### config.mk
export PLATFORM = sky130hd
export DESIGN_NAME = fifo_sync_param_flat
export DESIGN_NICKNAME = d
export VERILOG_FILES = /design/src/rtl/fifo_sync_param_if.sv /design/src/rtl/fifo_sync_param.sv /design/src/flat_wrapper.sv
export SDC_FILE = /design/constraint.sdc
export NUM_CORES = 1
export LEC_CHECK = 0
export CORE_UTILIZATION = 45
export CTS_CLUSTER_DIAMETER = 80
export CTS_CLUSTER_SIZE = 10
export DETAILED_ROUTE_END_ITERATION = 8
export GPL_ROUTABILITY_DRIVEN = 0
export HOLD_SLACK_MARGIN = 0.1
export SLEW_MARGIN = 20
export SYNTH_ARGS = -nofsm -noshare
export SYNTH_HDL_FRONTEND = slang
export SYNTH_SLANG_ARGS = --single-unit
### constraint.sdc
create_clock -name clk -period 8.3 [get_ports clk]
set_clock_uncertainty 0.1 [all_clocks]
set_input_delay 0.83 -clock clk [delete_from_list [all_inputs] [get_ports clk]]
set_output_delay 0.83 -clock clk [all_outputs]
set_load 0.02 [all_outputs]
### src/rtl/fifo_sync_param_if.sv
// fifo_sync_param_if: request, data, status and error bundle.
// The producer/consumer side uses master; the FIFO uses slave.
interface fifo_sync_param_if #(
   parameter int WIDTH = 8,
   parameter int DEPTH = 16
);
   localparam int CW = $clog2(DEPTH) + 1;

   logic             WRreq;
   logic [WIDTH-1:0] WRData;
   logic             RReq;
   logic [WIDTH-1:0] RData;
   logic             FULL;
   logic             EMP;
   logic             AFULL;
   logic             AEMP;
   logic [CW-1:0]    COUNT;
   logic             OVF;
   logic             UNF;
   logic             CLRERR;

   modport master (
      output WRreq, WRData, RReq, CLRERR,
      input  RData, FULL, EMP, AFULL, AEMP,
      input  COUNT, OVF, UNF
   );

   modport slave (
      input  WRreq, WRData, RReq, CLRERR,
      output RData, FULL, EMP, AFULL, AEMP,
      output COUNT, OVF, UNF
   );
endinterface

### src/rtl/fifo_sync_param.sv
// fifo_sync_param: single-clock FIFO with count, thresholds,
// sticky error flags and optional first-word-fall-through.
module fifo_sync_param #(
   parameter int WIDTH    = 8,
   parameter int DEPTH    = 16,
   parameter int AF_LEVEL = DEPTH - 2,
   parameter int AE_LEVEL = 2,
   parameter int FWFT     = 0
) (
   input logic              clk,
   input logic              reset,
   fifo_sync_param_if.slave f
);
   localparam int AW = $clog2(DEPTH);
   localparam int CW = AW + 1;

   logic [WIDTH-1:0] mem [DEPTH];
   logic [AW-1:0]    wptr;
   logic [AW-1:0]    rptr;
   logic [CW-1:0]    count;
   logic [WIDTH-1:0] rdata;
   logic             ovf;
   logic             unf;
   logic             full;
   logic             emp;
   logic             wr_ok;
   logic             rd_ok;

   assign full  = count == CW'(DEPTH);
   assign emp   = count == '0;
   assign wr_ok = f.WRreq & ~full;
   assign rd_ok = f.RReq & ~emp;

   assign f.RData = rdata;
   assign f.FULL  = full;
   assign f.EMP   = emp;
   assign f.AFULL = count >= CW'(AF_LEVEL);
   assign f.AEMP  = count <= CW'(AE_LEVEL);
   assign f.COUNT = count;
   assign f.OVF   = ovf;
   assign f.UNF   = unf;

   // Storage is not cleared by reset, but a write in a reset cycle is dropped.
   always_ff @(posedge clk) begin
      if (reset && wr_ok)
         mem[wptr] <= f.WRData;
   end

   always_ff @(posedge clk) begin
      if (!reset) begin
         wptr  <= '0;
         rptr  <= '0;
         count <= '0;
         ovf   <= 1'b0;
         unf   <= 1'b0;
      end else begin
         if (wr_ok)
            wptr <= wptr + 1'b1;
         if (rd_ok)
            rptr <= rptr + 1'b1;
         case ({wr_ok, rd_ok})
            2'b10:   count <= count + 1'b1;
            2'b01:   count <= count - 1'b1;
            default: count <= count;
         endcase
         // A new error in the same cycle beats the clear.
         if (f.WRreq & full)
            ovf <= 1'b1;
         else if (f.CLRERR)
            ovf <= 1'b0;
         if (f.RReq & emp)
            unf <= 1'b1;
         else if (f.CLRERR)
            unf <= 1'b0;
      end
   end

   if (FWFT != 0) begin : g_fwft
      logic [AW-1:0] rnext;
      assign rnext = rptr + 1'b1;

      // Head register: the word behind the head is either already
      // in memory or, at occupancy 1, is the word being written now.
      always_ff @(posedge clk) begin
         if (!reset)
            rdata <= '0;
         else if (wr_ok && emp)
            rdata <= f.WRData;
         else if (rd_ok && count > CW'(1))
            rdata <= mem[rnext];
         else if (rd_ok && wr_ok)
            rdata <= f.WRData;
      end
   end else begin : g_reg
      always_ff @(posedge clk) begin
         if (!reset)
            rdata <= '0;
         else if (rd_ok)
            rdata <= mem[rptr];
      end
   end
endmodule
### src/flat_wrapper.sv
// flat-port wrapper written by rule: the top's interface ports become plain ports
module fifo_sync_param_flat 
#(
   parameter int WIDTH    = 8,
   parameter int DEPTH    = 16,
   parameter int AF_LEVEL = DEPTH - 2,
   parameter int AE_LEVEL = 2,
   parameter int FWFT     = 0
)
  (clk, reset, f_WRreq, f_WRData, f_RReq, f_CLRERR, f_RData, f_FULL, f_EMP, f_AFULL, f_AEMP, f_COUNT, f_OVF, f_UNF);
  fifo_sync_param_if #(.WIDTH(WIDTH), .DEPTH(DEPTH)) f_i ();
  input logic clk;
  input logic reset;
  input wire logic [$bits(f_i.WRreq)-1:0] f_WRreq;
  input wire logic [$bits(f_i.WRData)-1:0] f_WRData;
  input wire logic [$bits(f_i.RReq)-1:0] f_RReq;
  input wire logic [$bits(f_i.CLRERR)-1:0] f_CLRERR;
  output wire logic [$bits(f_i.RData)-1:0] f_RData;
  output wire logic [$bits(f_i.FULL)-1:0] f_FULL;
  output wire logic [$bits(f_i.EMP)-1:0] f_EMP;
  output wire logic [$bits(f_i.AFULL)-1:0] f_AFULL;
  output wire logic [$bits(f_i.AEMP)-1:0] f_AEMP;
  output wire logic [$bits(f_i.COUNT)-1:0] f_COUNT;
  output wire logic [$bits(f_i.OVF)-1:0] f_OVF;
  output wire logic [$bits(f_i.UNF)-1:0] f_UNF;
  assign f_i.WRreq = f_WRreq;
  assign f_i.WRData = f_WRData;
  assign f_i.RReq = f_RReq;
  assign f_i.CLRERR = f_CLRERR;
  assign f_RData = f_i.RData;
  assign f_FULL = f_i.FULL;
  assign f_EMP = f_i.EMP;
  assign f_AFULL = f_i.AFULL;
  assign f_AEMP = f_i.AEMP;
  assign f_COUNT = f_i.COUNT;
  assign f_OVF = f_i.OVF;
  assign f_UNF = f_i.UNF;
  fifo_sync_param #(.WIDTH(WIDTH), .DEPTH(DEPTH), .AF_LEVEL(AF_LEVEL), .AE_LEVEL(AE_LEVEL), .FWFT(FWFT)) u_core (.clk(clk), .reset(reset), .f(f_i));
endmodule
Word-level counts from Yosys, hierarchy flattened
Memory sizes are Yosys's and may differ from the RTL's. A register that Yosys moved wholly into a read port is not among the register bits.
Index checks and enable logic that the tools add are counted.
{ "totals": {"register_bits": 15, "mem_bits_rw": 128, "inputBits": 13, "output_inout_bits": 19, "mem_count": 1} }
{ "classes": {"add_sub_neg": 4, "order_cmp": 2, "n_eq_ne": 3, "mux": 6, "n_bitwise": 6, "reduce_logical": 6} }
{ "mem_list": {"columns": ["memory", "depth", "word_bits", "read_ports", "rd_ports_with_merged_regs", "wr", "line", "source"], "rows": [
  ["u_core.mem", 16, 8, 1, 1, 1, "fifo_sync_param.sv:17", "logic [WIDTH-1:0] mem [DEPTH];"]
]} }
{ "ops": {"columns": ["operator", "count"], "rows": [
  ["$pmux W5 S2", 1],
  ["$add A4 B1 Y4 const B", 2],
  ["$reduce_bool A2 Y1", 3],
  ["$add A5 B1 Y5 const B", 1],
  ["$eq A5 B5 Y1 const B", 1],
  ["$ge A5 B4 Y1 const B", 1],
  ["$le A5 B2 Y1 const B", 1],
  ["$logic_not A5 Y1", 1],
  ["$mux W1", 5],
  ["$sub A5 B1 Y5 const B", 1],
  ["$and A1 B1 Y1", 4],
  ["$eq A2 B1 Y1 const B", 1],
  ["$eq A2 B2 Y1 const B", 1],
  ["$not A1 Y1", 2],
  ["$logic_and A1 B1 Y1", 1],
  ["$logic_not A1 Y1", 1]
]} }

Logic depth before layout (Yosys ltp)
Gate-level depths: netlist (run 1).
{ "logic_depth": {"depth_word": 6, "depth_mapped": 15} }

Least setup slack after synthesis (run 1)
Ideal clock, no wire load.
{ "synth_path": {"kind": "flip-flop to flip-flop", "from": "register u_core.count[2] (netlist: u_core.f.COUNT[2])", "to": "register u_core.count[4] (netlist: u_core.f.COUNT[4])", "setup_ps": 60, "t_arrival_ps": 2893, "required_ps": 8140, "slack_ps": 5248, "path_stages_with_launch": 16, "path_buffers": 3, "synth_period_minus_slack_ps": 3052, "path_cell_list": "dfxtp_1 buf_4 or3_4 nor3_4 nand2b_4 buf_12 inv_8 ha_1 clkbuf_1 xor2_1 ha_1 inv_1 o22ai_1 a2111oi_0 a311oi_1 nand2_1"} }
{ "synth_via": {"elab_chain_cells": 5, "elab_cells_between_ends": 12, "cone_classes": "2 x add/sub; 3 x eq/ne; 1 x mux; 4 x bitwise; 2 x reduce/logical"} }
{ "synth_rtl": {"columns": ["item", "line", "source"], "rows": [
  ["start: declaration", "fifo_sync_param.sv:20", "logic [CW-1:0] count;"],
  ["start signal: assignment", "fifo_sync_param.sv:62", "2'b10: count <= count + 1'b1;"],
  ["start signal: assignment", "fifo_sync_param.sv:63", "2'b01: count <= count - 1'b1;"],
  ["start signal: assignment", "fifo_sync_param.sv:64", "default: count <= count;"],
  ["$logic_not A5 Y1 *", "fifo_sync_param.sv:30", "assign emp = count == '0;"],
  ["named net f_EMP", "flat_wrapper.sv:20", "output wire logic [$bits(f_i.EMP)-1:0] f_EMP;"],
  ["$not A1 Y1 *", "fifo_sync_param.sv:32", "assign rd_ok = f.RReq & ~emp;"],
  ["$and A1 B1 Y1 *", "fifo_sync_param.sv:32", null],
  ["$eq A2 B1 Y1 / $eq A2 B2 Y1 (equally long branches)", "fifo_sync_param.sv:61", "case ({wr_ok, rd_ok})"],
  ["$pmux W5 S2 / $reduce_bool A2 Y1 (equally long branches)", null, null]
]} }
Mark *: on every way through the listed nets, which the timed path passes. The rest lies on a longest branch.
A chain may end at the register's enable or synchronous reset.

Worst setup path after layout (run 1)
{ "layout_path": {"from": "input f_WRreq", "to": "register u_core.count[4] (netlist: u_core.f.COUNT[4])"} }
{ "layout_via": {"elab_chain_cells": 3, "elab_cells_between_ends": 5, "cone_classes": "2 x eq/ne; 1 x mux; 1 x bitwise; 1 x reduce/logical"} }
{ "layout_rtl": {"columns": ["item", "line", "source"], "rows": [
  ["start: declaration", "flat_wrapper.sv:14", "input wire logic [$bits(f_i.WRreq)-1:0] f_WRreq;"],
  ["$and A1 B1 Y1 *", "fifo_sync_param.sv:31", "assign wr_ok = f.WRreq & ~full;"],
  ["$eq A2 B1 Y1 / $eq A2 B2 Y1 (equally long branches)", "fifo_sync_param.sv:61", null],
  ["$pmux W5 S2 / $reduce_bool A2 Y1 (equally long branches)", null, null]
]} }
Every way passes the cells marked *; elsewhere a longest branch is shown, timed or not.

==> summary.md, run 1 <==
| Metric | Value |
|---|---|
| Syn Area/Cell | 17.46 um2 |
| R2R cell count | 12 |
| Critical Path AT | 3.40 ns |
| Clock share of power | 34.5% |
| Sw frac | 27.47% |
| Setup-failing EPs final | 0 |
| Commonest cells post-synth | 128 x edfxtp_1, 32 x mux4_2, 23 x dfxtp_1, 20 x nor2_1, 18 x mux2i_1 |
| Area leader, netlist | edfxtp_1 |
| Iter 0 DRT Violations | approximately 180 |
| Post-synth top flop | edfxtp_1 |
| Min Hold Slack | a little under 0.4 ns |
| TNS Setup | 0 ns |
| Post-Syn Instances | around 350 |
| CTS tree | built |
| 1st-pass router iterations | 4 |
| Worst vdd ir | 178.8 uV |
| Via count | about 3200 |
| Die Y | 119.2 um |
| Resized cells post-CTS | 0 |
| Post-DP HPWL | ~7 mm |
| Reg2reg start | u_core.f.COUNT[2] |
| Top post-synthesis cells by area | edfxtp_1 62%, mux4_2 12%, dfxtp_1 7.5% |
| Core area | about 0.013 mm2 |
| Ports | 32 |
| Fin crit share | 37.80% |
| Row count | 42 |
| Pwr Total | 2109 uW |
| Layout cells sized above 1 | a little under 20% |
| Ys async rst share | 0% |
| RSZ-0062 raised after global routing | no |
| Clock-pin slew on the worst setup and hold paths | 0.06 ns |
| Post-CTS setup buffer count | 0 |
| Placed cells | 544 |
| Routed wire length | 11.73 mm |
| Clock buffer depth | 2 |
| Measured slew at the worst slew-check pin | just over 1 ns |
| Synth warnings | 0 |
| Skew-Pair Late Insertion Delay | 0.42 ns |
| Wire per inst | 20.37 um |
| TritonCTS buffer count | 17 |
| Vias in the first global route | 3226 |
| Root buf cell | clkbuf_16 |
| Fillers | 1042 |
| Post-route minimum period | 3.137 ns |
| GRT Overall Usage | between 15 and 20% |
| Initial antenna violation count | 0 |
| First-pass GRT wire length | 18.50 mm |
| RR Endpoint | u_core.f.COUNT[4] |
| Die area | 0.01421 mm2 |
| PortBufs | 31 |
| Die Width | 119.2 um |
| Sw Pwr | 579.3 uW |
| # diodes | 0 |
| Initial Utilization | 46.48% |
| Max cap viols | 0 |
| CTS sink count | approximately 150 |
| Fin. Hold Viols | 0 |
| Max Transition Viols Final | 0 |
| Biggest fanout along the worst timing path | 10 |
| Setup crit start | f_WRreq |
| HP Class | reg -> reg |
| Setup crit end | u_core.f.COUNT[4] |
| Mapped Area | about 0.0062 mm2 |
| Number of synthesized flops with an enable pin | 128 |
| FF-to-FF setup slack | 5.33 ns |
| Final ANT Viol Nets | 0 |
| Worst slew margin | 32.65% |
| Post-route insts no fill | 576 |
| Sequential fraction of design power | 43.1% |
| Sequential share of the synthesized area | 69.65% |
| Vias per cell | 5.517 |
| Logic pwr share | 22.4% |
| Syn Nets | 375 |
| Drt drc | 0 |
| Crit. End Element | register |
| Final Core Density | 54.24% |
| Critical path data required time | 8.56 ns |
| Total gr overflow | 0 |
| Final net count | 408 |
| Post-synth cell types | 43 |
| Synth-to-layout area growth | 16.70% |
| Hold buffer count at CTS | 0 |
| PwrDens | 292.5 mW/mm2 |
| Top-count cell post-synth | edfxtp_1 |
| #FFs+latches synth | 151 |
| Startpoint types | primary input |
| Fmax | 0.3187 GHz |
| Run status | completed |
| LEAKAGE | 0.002290 uW |
| H-tree levels | 4 |
| Largest net degree at the start of global routing | 37 |
| Synth top area share | 62.20% |
| Critical path type | in -> reg |
| Internal | 1530 uW |
-- cells in the final DEF (no fill, tap or decap), types with 7 or more instances in the layout --
cell type	n
xnor2_1	7
o221ai_1	8
a21oi_1	9
nor2_1	20
ha_1	8
mux2i_1	18
clkbuf_16	17
nor2b_1	9
dfxtp_1	22
clkdlybuf4s50_1	31
mux4_2	32
edfxtp_1	128
nand2_1	11
inv_1	7
nand3_1	15
-- worst max-delay path, stage by stage --
cell	delay, ns
clkdlybuf4s50_1	0.52
inv_1	0.06
a31oi_2	0.43
inv_1	0.09
ha_1	0.30
xor2_1	0.18
ha_1	0.23
inv_1	0.06
o22ai_1	0.08
a2111oi_0	0.45
a311oi_1	0.09
nand2_1	0.08
-- worst min-delay path by stage --
stage          slack, ns           endpoint         startpoint  cells past startpoint
2_1_floorplan       0.47     u_core.rptr[3]     u_core.rptr[3]                      2
3_3_place_gp        0.37  u_core.f.RData[0]  u_core.f.RData[0]                      2
3_5_place_dp        0.38  u_core.f.RData[5]  u_core.f.RData[5]                      2
4_1_cts             0.40  u_core.f.RData[6]  u_core.f.RData[6]                      2
5_1_grt             0.43  u_core.f.RData[7]  u_core.f.RData[7]                      2
6_report            0.40  u_core.f.RData[5]  u_core.f.RData[5]                      2
-- logic make-up after synthesis --
kind of cell | Yosys count | synth area share [%]
DFF | 151 | 69.65
and+or+nand+nor | 78 | 7.026
muxes | 50 | 14.58
buffers and inverters | 30 | 2.531
AOI/OAI and AO/OA | 28 | 3.321
xor gates and xnor gates | 9 | 1.276
adders and majority gates | 8 | 1.620
-- metal layers --
metal | wire length (um) | track usage (%) | vias to the layer above
met5 | 0 | 0 | -
met4 | 184 | 8.149 | 0
met3 | 701 | 5.364 | 19
met2 | 5869 | 28.89 | 81
met1 | 4975 | 23.89 | 1628
li1 | - | - | 1450
-- power by group through the flow --
| stage | clock, uW | combinational, uW | sequential [uW] |
|---|---|---|---|
| after floorplan | 0 | 327 | 934 |
| after global placement | 0 | 475 | 925 |
| after detailed placement | 0 | 478 | 926 |
| after CTS | 741 | 480 | 911 |
| after global routing | 772 | 516 | 918 |
| final | 727 | 472 | 910 |
-- sequential cells by signal, indices dropped and copies added, names as in the netlist --
name / flops
u_core.f.UNF: 1
u_core.wptr: 4
u_core.f.COUNT: 5
u_core.rptr: 4
u_core.f.OVF: 1
u_core.f.RData: 8
u_core.mem: 128
-- cell type report --
type	instances	area (um2)	area share (%)
clock buffer	25	495.5	6.870
clock inverter	7	71.32	0.9889
timing repair buffer	36	347.8	4.823
multi-input combinational	173	1734	24.05
inverter	8	37.54	0.5205
tap	176	220.2	3.053
sequential	151	4305	59.70
-- stage by stage --
stage               cell area, um2  setup WS, ns
global route                  7212         4.920
detailed placement            6645         4.767
CTS                           7212         5.199
finish                        7212         5.163
global placement              6630         4.682
floorplan                     6180         5.248
Power figures use the tool's default switching activity.
==> inputs of run 2 (changes only) <==
==> constraint.sdc (replaced) <==
create_clock -name clk -period 3.2 [get_ports clk]
set_clock_uncertainty 0.1 [all_clocks]
set_input_delay 0.32 -clock clk [delete_from_list [all_inputs] [get_ports clk]]
set_output_delay 0.32 -clock clk [all_outputs]
set_load 0.02 [all_outputs]
==> run 2 against run 1 <==
Effect of this change: core utilization grew 1.0 points; sequential share of layout area down 1.1 points; via count increased by 0.88%; critical path depth unchanged; combinational power grew to 2.7 times the previous value; critical endpoint unchanged; largest cell class unchanged.
==> summary.md, run 2 (synthesis results as in run 1) <==
| Metric | Value |
|---|---|
| Fin. Hold Viols | 0 (unchanged) |
| Critical path type | reg -> reg |
| RR Endpoint | u_core.f.COUNT[4] |
| GRT Overall Usage | 18.44% (about the same) |
| Fmax | 0.3446 GHz |
| Clock share of power | 34.9% (+0.4 points) |
| Critical path data required time | 3.46 ns (-5.10 ns) |
| Final net count | 426 (+4.4%) |
| First-pass GRT wire length | 18.53 mm (+0.15%) |
| H-tree levels | 4 (unchanged) |
| Ports | 32 (unchanged) |
| Die Y | 119.2 um (unchanged) |
| Commonest non-fill, non-tap cell in the layout | edfxtp_1 |
| Via count | 3206 (+0.88%) |
| Total gr overflow | 0 (unchanged) |
| Sequential fraction of design power | 42.5% (-0.6 points) |
| Routed wire length | 11.94 mm (+1.7%) |
| Wire per inst | 20.09 um (-1.3%) |
| Worst slew margin | 60.93% (+28 points) |
| Fillers | 1046 (+0.38%) |
| WHS Endpoint | u_core.f.RData[0] |
| Worst path most repeated cell | ha_1 |
| Synth-to-layout area growth | 18.85% |
| Post-route minimum period | 2.902 ns |
| Biggest register | u_core.mem |
| Sw Pwr | 1574 uW (+170%) |
| Max cap viols | 0 (unchanged) |
| Max Transition Viols Final | 0 (unchanged) |
| Layout cells sized above 1 | 22.73% (+3.5 points) |
| Clock buffer depth | 2 (unchanged) |
| Vias in the first global route | 3318 (+2.9%) |
| CP max stage cell | or3_4 |
| Setup-failing EPs final | 0 (unchanged) |
| Row count | 42 (unchanged) |
| Min Hold Slack | 0.4031 ns (+0.007400 ns) |
| Die Width | 119.2 um (unchanged) |
| RSZ-0062 raised after global routing | no |
| PwrDens | 756.8 mW/mm2 (+160%) |
| Crit. End Element | register |
| Worst vdd ir | 539.7 uV (+200%) |
| Clock-pin slew on the worst setup and hold paths | 0.06 ns (about the same) |
| PortBufs | 31 (unchanged) |
| LEAKAGE | 0.002368 uW (+3.4%) |
| Measured slew at the worst slew-check pin | 0.5843 ns (-0.4222 ns) |
| Hold path depth | 2 (unchanged) |
| Initial antenna violation count | 0 (unchanged) |
| Fin crit share | 90.68% |
| Die area | 0.01421 mm2 (unchanged) |
| # diodes | 0 (unchanged) |
| Drt drc | 0 (unchanged) |
| Worst hold start | u_core.f.RData[0] |
| Worst-path cell chain | or3_4, nor3_4, nand2b_4, inv_8, ha_1, xor2_1, ha_1, inv_1, o22ai_1, a2111oi_0, a311oi_1, nand2_1 |
| Biggest fanout along the worst timing path | 9 (-1) |
| TNS Setup | 0 ns (unchanged) |
| Most frequent cells in the layout | 128 x edfxtp_1, 32 x mux4_2, 31 x clkdlybuf4s50_1 |
| 1st-pass router iterations | 5 (+1) |
| CTS sink count | 151 (unchanged) |
| Internal | 3985 uW (+160%) |
| Largest net degree at the start of global routing | 36 (-2.7%) |
| Skew-Pair Late Insertion Delay | 0.42 ns (about the same) |
| CTS tree | built |
| Logic pwr share | 22.6% (+0.2 points) |
| Core area | 0.01330 mm2 (unchanged) |
| TritonCTS buffer count | 17 (unchanged) |
| Critical Path AT | 3.16 ns (-0.24 ns) |
| Run status | completed |
| Final ANT Viol Nets | 0 (unchanged) |
| R2R cell count | 12 (unchanged) |
| HP Class | reg -> reg |
| Hold buffer count at CTS | 0 (unchanged) |
| FF-to-FF setup slack | 0.30 ns (-5.03 ns) |
| Reg2reg start | u_core.f.COUNT[4] |
| Max reg flops | 128 (unchanged) |
| Root buf cell | clkbuf_16 |
| Iter 0 DRT Violations | 250 (+37%) |
| Vias per cell | 5.397 (-2.2%) |
| Largest stage delay on the critical path | 0.44 ns (-0.08 ns) |
| Post-DP HPWL | 7.307 mm (+1.3%) |
| Initial Utilization | 46.48% (unchanged) |
| Sw frac | 28.32% (+0.85 points) |
| Startpoint types | register |
-- run 2: power by group through the flow --
| stage | sequential [uW] | clock, uW | combinational, uW |
|---|---|---|---|
| 2_1_floorplan | 2420 | 0 | 849 |
| 3_5_place_dp | 2400 | 0 | 1260 |
| 6_report | 2360 | 1940 | 1260 |
| 4_1_cts | 2360 | 1970 | 1260 |
| 5_1_grt | 2380 | 2050 | 1370 |
| 3_3_place_gp | 2400 | 0 | 1240 |
-- run 2: cell type report --
type                       instances  area (um2)  area share (%)
tap                              176       220.2           2.998
multi-input combinational        173        1719           23.41
clock buffer                      17       425.4           5.792
sequential                       151        4305           58.62
clock inverter                    15       153.9           2.095
inverter                           8       37.54          0.5111
timing repair buffer              54       483.0           6.576
-- run 2: worst max path at each step --
stage / startpoint / end / cells past startpoint
final: u_core.f.COUNT[4] / u_core.f.COUNT[4] / 12
after global routing: u_core.f.COUNT[4] / u_core.f.COUNT[4] / 11
after CTS: u_core.f.COUNT[4] / u_core.f.COUNT[4] / 12
after detailed placement: u_core.f.COUNT[4] / u_core.f.COUNT[4] / 12
after global placement: u_core.f.COUNT[4] / u_core.f.COUNT[4] / 12
after floorplan: u_core.f.COUNT[2] / u_core.f.COUNT[4] / 15
-- run 2: what timing repair did --
action                                  4_1_cts  5_1_grt
buffers inserted                              0        1
endpoints found under the setup margin        0        1
gates resized for setup                       0        0
-- run 2: per-layer routing --
layer  share of wire [%]  GRT usage (%)  wire, um
met1                  44          23.26      5219
met2                  51          30.52      6123
met3                 3.2          4.358       382
met4                 1.8          7.753       210
met5                   0              0         0
-- run 2: worst max-delay path: cells and delay by family (launching register included) --
kind | cells | cell delay (ns)
AOI/OAI and AO/OA | 3 | 0.62
xor gates and xnor gates | 1 | 0.18
adders and majority gates | 2 | 0.54
buffers and inverters | 2 | 0.12
DFF | 1 | 0.40
and+or+nand+nor | 4 | 0.89
-- run 2: per-stage QoR --
step / worst slack (ns) / std cells / utilization [%] / area (um2) / total power, uW
after detailed placement: 0.2962 / 561 / 50.83 / 6758 / 3659
after global routing: 0.02480 / 594 / 55.24 / 7345 / 5797
after CTS: 0.2725 / 593 / 55.19 / 7337 / 5594
after floorplan: 0.1478 / 354 / - / 6180 / 3271
after global placement: 0.3799 / 561 / 50.83 / 6758 / 3640
final: 0.2983 / 594 / 55.24 / 7345 / 5559
